`src/rtl/hfifo_pkg.sv`:
```
// Shared definitions for the hfifo family: width helper and output-stage modes.
package hfifo_pkg;

   localparam int OUT_COMB = 0;
   localparam int OUT_REGD = 1;

   // Ceiling log2, usable in constant expressions; callers pass n >= 2.
   function automatic int clog2(input int n);
      int r;
      r = 0;
      while ((1 << r) < n) r++;
      return r;
   endfunction

endpackage

```
`src/rtl/hfifo_ram.sv`:
```
// Storage array: DEPTH x DWIDTH, synchronous write, asynchronous read.
module hfifo_ram
   import hfifo_pkg::*;
#(
   parameter int DWIDTH = 8,
   parameter int DEPTH  = 256
) (
   input  logic                      clk,
   input  logic                      we,
   input  logic [clog2(DEPTH)-1:0]   waddr,
   input  logic [DWIDTH-1:0]         wdata,
   input  logic [clog2(DEPTH)-1:0]   raddr,
   output logic [DWIDTH-1:0]         rdata
);

   logic [DWIDTH-1:0] mem [DEPTH];

   // Write port; contents are not reset, validity is tracked by the pointers.
   always_ff @(posedge clk) begin
      if (we) mem[waddr] <= wdata;
   end

   assign rdata = mem[raddr];

endmodule

```
`src/rtl/hfifo_flow.sv`:
```
// Synchronous FIFO with arbitrary depth, optional registered output stage,
// occupancy/almost flags, flush and sticky overflow/underflow flags.
// All status outputs decode registered state only.
module hfifo_flow
   import hfifo_pkg::*;
#(
   parameter int DWIDTH   = 8,
   parameter int DEPTH    = 256,
   parameter int AF_LEVEL = DEPTH - 2,
   parameter int AE_LEVEL = 2,
   parameter int OUT_REG  = OUT_COMB
) (
   input  logic                        clk,
   input  logic                        reset_n,
   input  logic                        flush,
   input  logic [DWIDTH-1:0]           din,
   input  logic                        push,
   output logic                        not_full,
   output logic [DWIDTH-1:0]           dout,
   output logic                        rdy,
   input  logic                        pop,
   output logic [clog2(DEPTH+1)-1:0]   level,
   output logic                        almost_full,
   output logic                        almost_empty,
   output logic                        overflow,
   output logic                        underflow,
   input  logic                        clr_err
);

   localparam int AWIDTH = clog2(DEPTH);
   localparam int CWIDTH = clog2(DEPTH + 1);

   localparam logic [AWIDTH-1:0] PTR_LAST = AWIDTH'(DEPTH - 1);
   localparam logic [CWIDTH-1:0] LVL_FULL = CWIDTH'(DEPTH);
   localparam logic [CWIDTH-1:0] LVL_AF   = CWIDTH'(AF_LEVEL);
   localparam logic [CWIDTH-1:0] LVL_AE   = CWIDTH'(AE_LEVEL);

   logic [AWIDTH-1:0] wr_ptr;
   logic [AWIDTH-1:0] rd_ptr;
   logic [DWIDTH-1:0] ram_q;
   logic              push_acc;
   logic              pop_acc;
   logic              rd_adv;
   logic              rdy_i;
   logic [DWIDTH-1:0] dout_i;
   logic              ram_we;

   // Explicit wrap so non-power-of-two depths work.
   function automatic logic [AWIDTH-1:0] ptr_next(input logic [AWIDTH-1:0] p);
      return (p == PTR_LAST) ? '0 : p + 1'b1;
   endfunction

   assign not_full     = (level != LVL_FULL);
   assign rdy          = rdy_i;
   assign dout         = dout_i;
   assign almost_full  = (level >= LVL_AF);
   assign almost_empty = (level <= LVL_AE);

   assign push_acc = push & not_full;
   assign pop_acc  = pop & rdy_i;
   assign ram_we   = reset_n & ~flush & push_acc;

   hfifo_ram #(
      .DWIDTH (DWIDTH),
      .DEPTH  (DEPTH)
   ) u_ram (
      .clk   (clk),
      .we    (ram_we),
      .waddr (wr_ptr),
      .wdata (din),
      .raddr (rd_ptr),
      .rdata (ram_q)
   );

   generate
      if (OUT_REG == OUT_REGD) begin : g_oreg
         logic              ov;
         logic [DWIDTH-1:0] oreg;
         logic              arr_ne;
         logic              load;

         // level counts the output register too, so the array holds level - ov.
         assign arr_ne = ((level - CWIDTH'(ov)) != '0);
         assign load   = (~ov | pop_acc) & arr_ne;

         // Output-register valid bit: refills from the array or empties on pop.
         always_ff @(posedge clk) begin
            if (!reset_n || flush) ov <= 1'b0;
            else if (load)         ov <= 1'b1;
            else if (pop_acc)      ov <= 1'b0;
         end

         // Output-register data capture from the array head.
         always_ff @(posedge clk) begin
            if (load) oreg <= ram_q;
         end

         assign rdy_i  = ov;
         assign dout_i = oreg;
         assign rd_adv = load;
      end else begin : g_comb
         assign rdy_i  = (level != '0);
         assign dout_i = ram_q;
         assign rd_adv = pop_acc;
      end
   endgenerate

   // Pointers and occupancy; flush drops any same-cycle push/pop.
   always_ff @(posedge clk) begin
      if (!reset_n || flush) begin
         wr_ptr <= '0;
         rd_ptr <= '0;
         level  <= '0;
      end else begin
         if (push_acc) wr_ptr <= ptr_next(wr_ptr);
         if (rd_adv)   rd_ptr <= ptr_next(rd_ptr);
         case ({push_acc, pop_acc})
            2'b10:   level <= level + 1'b1;
            2'b01:   level <= level - 1'b1;
            default: level <= level;
         endcase
      end
   end

   // Sticky error flags; a new error in the clearing cycle keeps the flag set.
   always_ff @(posedge clk) begin
      if (!reset_n) begin
         overflow  <= 1'b0;
         underflow <= 1'b0;
      end else begin
         overflow  <= (overflow  & ~clr_err) | (push & ~not_full & ~flush);
         underflow <= (underflow & ~clr_err) | (pop  & ~rdy_i    & ~flush);
      end
   end

endmodule
```
`config.mk`:
```
export PLATFORM = sky130hd
export DESIGN_NAME = hfifo_flow
export DESIGN_NICKNAME = d
export VERILOG_FILES = /design/src/rtl/hfifo_pkg.sv /design/src/rtl/hfifo_ram.sv /design/src/rtl/hfifo_flow.sv
export SDC_FILE = /design/constraint.sdc
export NUM_CORES = 2
export LEC_CHECK = 0
export CAP_MARGIN = 20
export CORE_UTILIZATION = 43
export DETAILED_ROUTE_END_ITERATION = 7
export REMOVE_ABC_BUFFERS = 1
export SYNTH_ARGS = -nofsm -noshare
export SYNTH_HDL_FRONTEND = slang
export SYNTH_SLANG_ARGS = --single-unit
```
`constraint.sdc`:
```
create_clock -name clk -period 4.1 [get_ports clk]
set_input_delay 0.41 -clock clk [delete_from_list [all_inputs] [get_ports clk]]
set_output_delay 0.41 -clock clk [all_outputs]
set_load 0.05 [all_outputs]
```
==> reports/qor.yml <==
die:
  core_um2: 186000
  start_util_pct: 43.4
  die_h_um: 435
  num_rows: 158
  pin_count: 37
  die_w_um: 435
  die-area_um2: 189000
synth:
  yosysSeqAreaShare_pct: 77.1
  postSynthCellCount: 3726
  yosys_warnings: 0
  synth_area_per_cell_um2: 21.7
  synth_top_area_share_pct: 76.2
  synth_area_leaders: "edfxtp_1 76%, mux4_2 15%, nor2_1 1.4%"
  async_flop_share_pct: 0
  synth_edf_count: 2048
  synth_seq_cells: 2083
  syn_area_um2: 80700
  ys.flop_type: "edfxtp_1"
  synth_cell_types: 49
  synth_top_area_cell: "edfxtp_1"
layout:
  fin_util_pct: 50.9
  drive_gt1_share_pct: 31.7
  seqCellArea_um2: 62200
  fill_cells: 14600
  area_growth_pct: 17.3
  final_area_um2: 94700
  multiInputGateArea_um2: 17600
  finalNetCount: 4257
detailed_routing:
  vias: 39500
  drt-initial-drc-count: 4622
  routed_wl_um: 200000
  drc_errors: 0
  ant_nets: 0
  avgRoutedWirePerCell_um: 29.2
  vias_per_cell: 5.75
  drtPass1Iterations: 5
timing:
  clock.fmax_ghz: 0.228
  setup_violations: 8
  fin_ws_ns: -0.279
  finClkSkew_ns: 0.0367
  period_share_pct: 107
  slew_viol_final: 0
  slew_headroom_pct: 23.1
  fin_tns_setup_ns: -1.78
  worst_pin_slew_ns: 1.15
  finalCriticalPeriod_ns: 4.38
  rsz0062_at_grt: "true"
  hold_violations: 0
pwr:
  p_total_mw: 43.4
  powerDensity_nw_per_um2: 458
  irDropWorstVdd_v: 0.000513
  leakagePower_nw: 29.0
critical_path:
  critPathKind: "reg -> out"
  cp.required_ns: 3.69
  cp-start-kind: "flip-flop"
  end_kind: "output pin"
  crit_fanout: 21
  arrival_ns: 3.97
min_path:
  worst_hold_path_type: "in -> reg"
global_routing:
  antenna_found_initial: 2
  grt_max_degree: 157
  track_usage_pct: 20.9
  grt_pass1_vias: 40000
  overflow: 0
  grt_pass1_wl_um: 286000
placement:
  gp_congestion: 0.820
  dp_hpwl_um: 122000
  placedInstanceArea_um2: 87000
  numPortBuffers: 36
cts:
  cts_root_buffer: "clkbuf_16"
  clk_pin_slew_ns: 0.06
  cts_sinks: 2083
  cts-buffers-inserted: 206
  cts_max_level: 4
  cts_tree: "yes"
  insertion_delay_ns: 0.85
  clock_path_buffers: 3
run:
  cap_violations: 0
status:
  run_status: "complete, but fails checks"
  violations: "setup timing"
[cell type report]
type	count	area share [%]
Antenna cell	1	0.00264
Clock buffer	247	5.65
Clock inverter	128	1.38
Inverter	8	0.0317
Multi-Input combinational cell	1409	18.6
Sequential cell	2083	65.7
Tap cell	2480	3.28
Timing Repair Buffer	521	5.34
[power breakdown]
part | switching [mW] | leakage [nW] | total, mW | internal, mW
Clock | 8.05 | 3.25 | 18.7 | 10.6
Sequential | 0.00571 | 18.7 | 23.4 | 23.4
Combinational | 0.775 | 7.02 | 1.29 | 0.512
[sequential cells by signal (all words and copies together), names as in the netlist, named ones only]
| register | count |
|---|---|
| level | 9 |
| underflow | 1 |
| overflow | 1 |
| wr_ptr | 8 |
| rd_ptr | 8 |
| u_ram.mem | 2048 |
[per-layer routing]
metal | vias up | wire [um] | GRT usage (%)
met5 | - | 0 | 0
met4 | 0 | 4790 | 5.66
met3 | 226 | 11500 | 3.52
met2 | 1289 | 98900 | 34.0
met1 | 21400 | 85300 | 29.3
li1 | 16600 | - | -
[through the flow]
stage               std cells  hold slack (ns)  setup slack [ns]
global placement         6453            0.447            0.0565
floorplan                3500            0.472            -23.21
global route             6877           0.0154            -0.340
detailed placement       6453            0.450             0.239
CTS                      6845          0.00731            -0.313
finish                   6877           0.0442            -0.279
[kinds of logic after synthesis]
| family | Yosys count | share of synthesized area [%] |
|---|---|---|
| simple gates | 488 | 2.62 |
| buf+inv | 234 | 1.47 |
| fa+ha+maj | 14 | 0.226 |
| xor+xnor | 14 | 0.152 |
| compound gates | 242 | 2.03 |
| flops | 2083 | 77.1 |
| mux | 651 | 16.4 |
[worst paths after layout]
path	startpoint	to	slack (ns)	depth (start not counted)
worst max register to register	level[4]	level[8]	0.29	13
worst max-delay path	flip-flop	dout[0]	-0.28	12
worst min-delay path	din[5]	u_ram.mem[156][5]	0.04	1
worst min register to register	underflow	underflow	0.46	2
[cells in the final DEF (no fill, tap or decap), drive strengths merged, types with 23 or more instances in the layout]
cell type	synthesis	layout
nor2	298	298
a21oi	50	50
dfxtp	35	35
nand3	46	46
o22ai	27	27
clkinv	1	94
mux4	540	540
nand4	23	23
mux2i	111	111
buf	113	492
edfxtp	2048	2048
nand2	51	51
clkbuf	113	254
a22oi	76	76
[synth_stat cells, types with 16 or more instances]
master / number
a21oi_1: 50
mux2i_1: 111
dfxtp_1: 35
o221ai_1: 18
edfxtp_1: 2048
nand2_1: 51
o22ai_1: 27
nand4_1: 23
buf_4: 44
mux4_2: 540
clkbuf_1: 113
a211oi_1: 20
nor2_1: 298
nor2b_1: 16
buf_2: 46
nand3_1: 46
a22oi_1: 76
[worst max-delay path: stages (launching register included)]
cell	delay, ns
dfxtp_4	0.37
buf_12	0.16
buf_12	0.13
or3b_4	0.41
buf_12	0.17
buf_4	0.20
o221ai_1	0.27
a21oi_1	0.06
o21ai_1	0.24
nand4_1	0.35
a311oi_1	0.42
buf_4	0.21
buf_12	0.13
[what timing repair did]
| item | 4_1_cts | 5_1_grt |
|---|---|---|
| endpoints found under the hold margin | 39 | 0 |
| endpoints found under the setup margin | 8 | 9 |
| gates cloned | 3 | 7 |
| pin swaps | 7 | 8 |
| gates resized for setup | 34 | 42 |
| setup buffers | 13 | 26 |
| hold buffers | 1 | 0 |
Note: power is estimated with default switching activity, not from simulation.
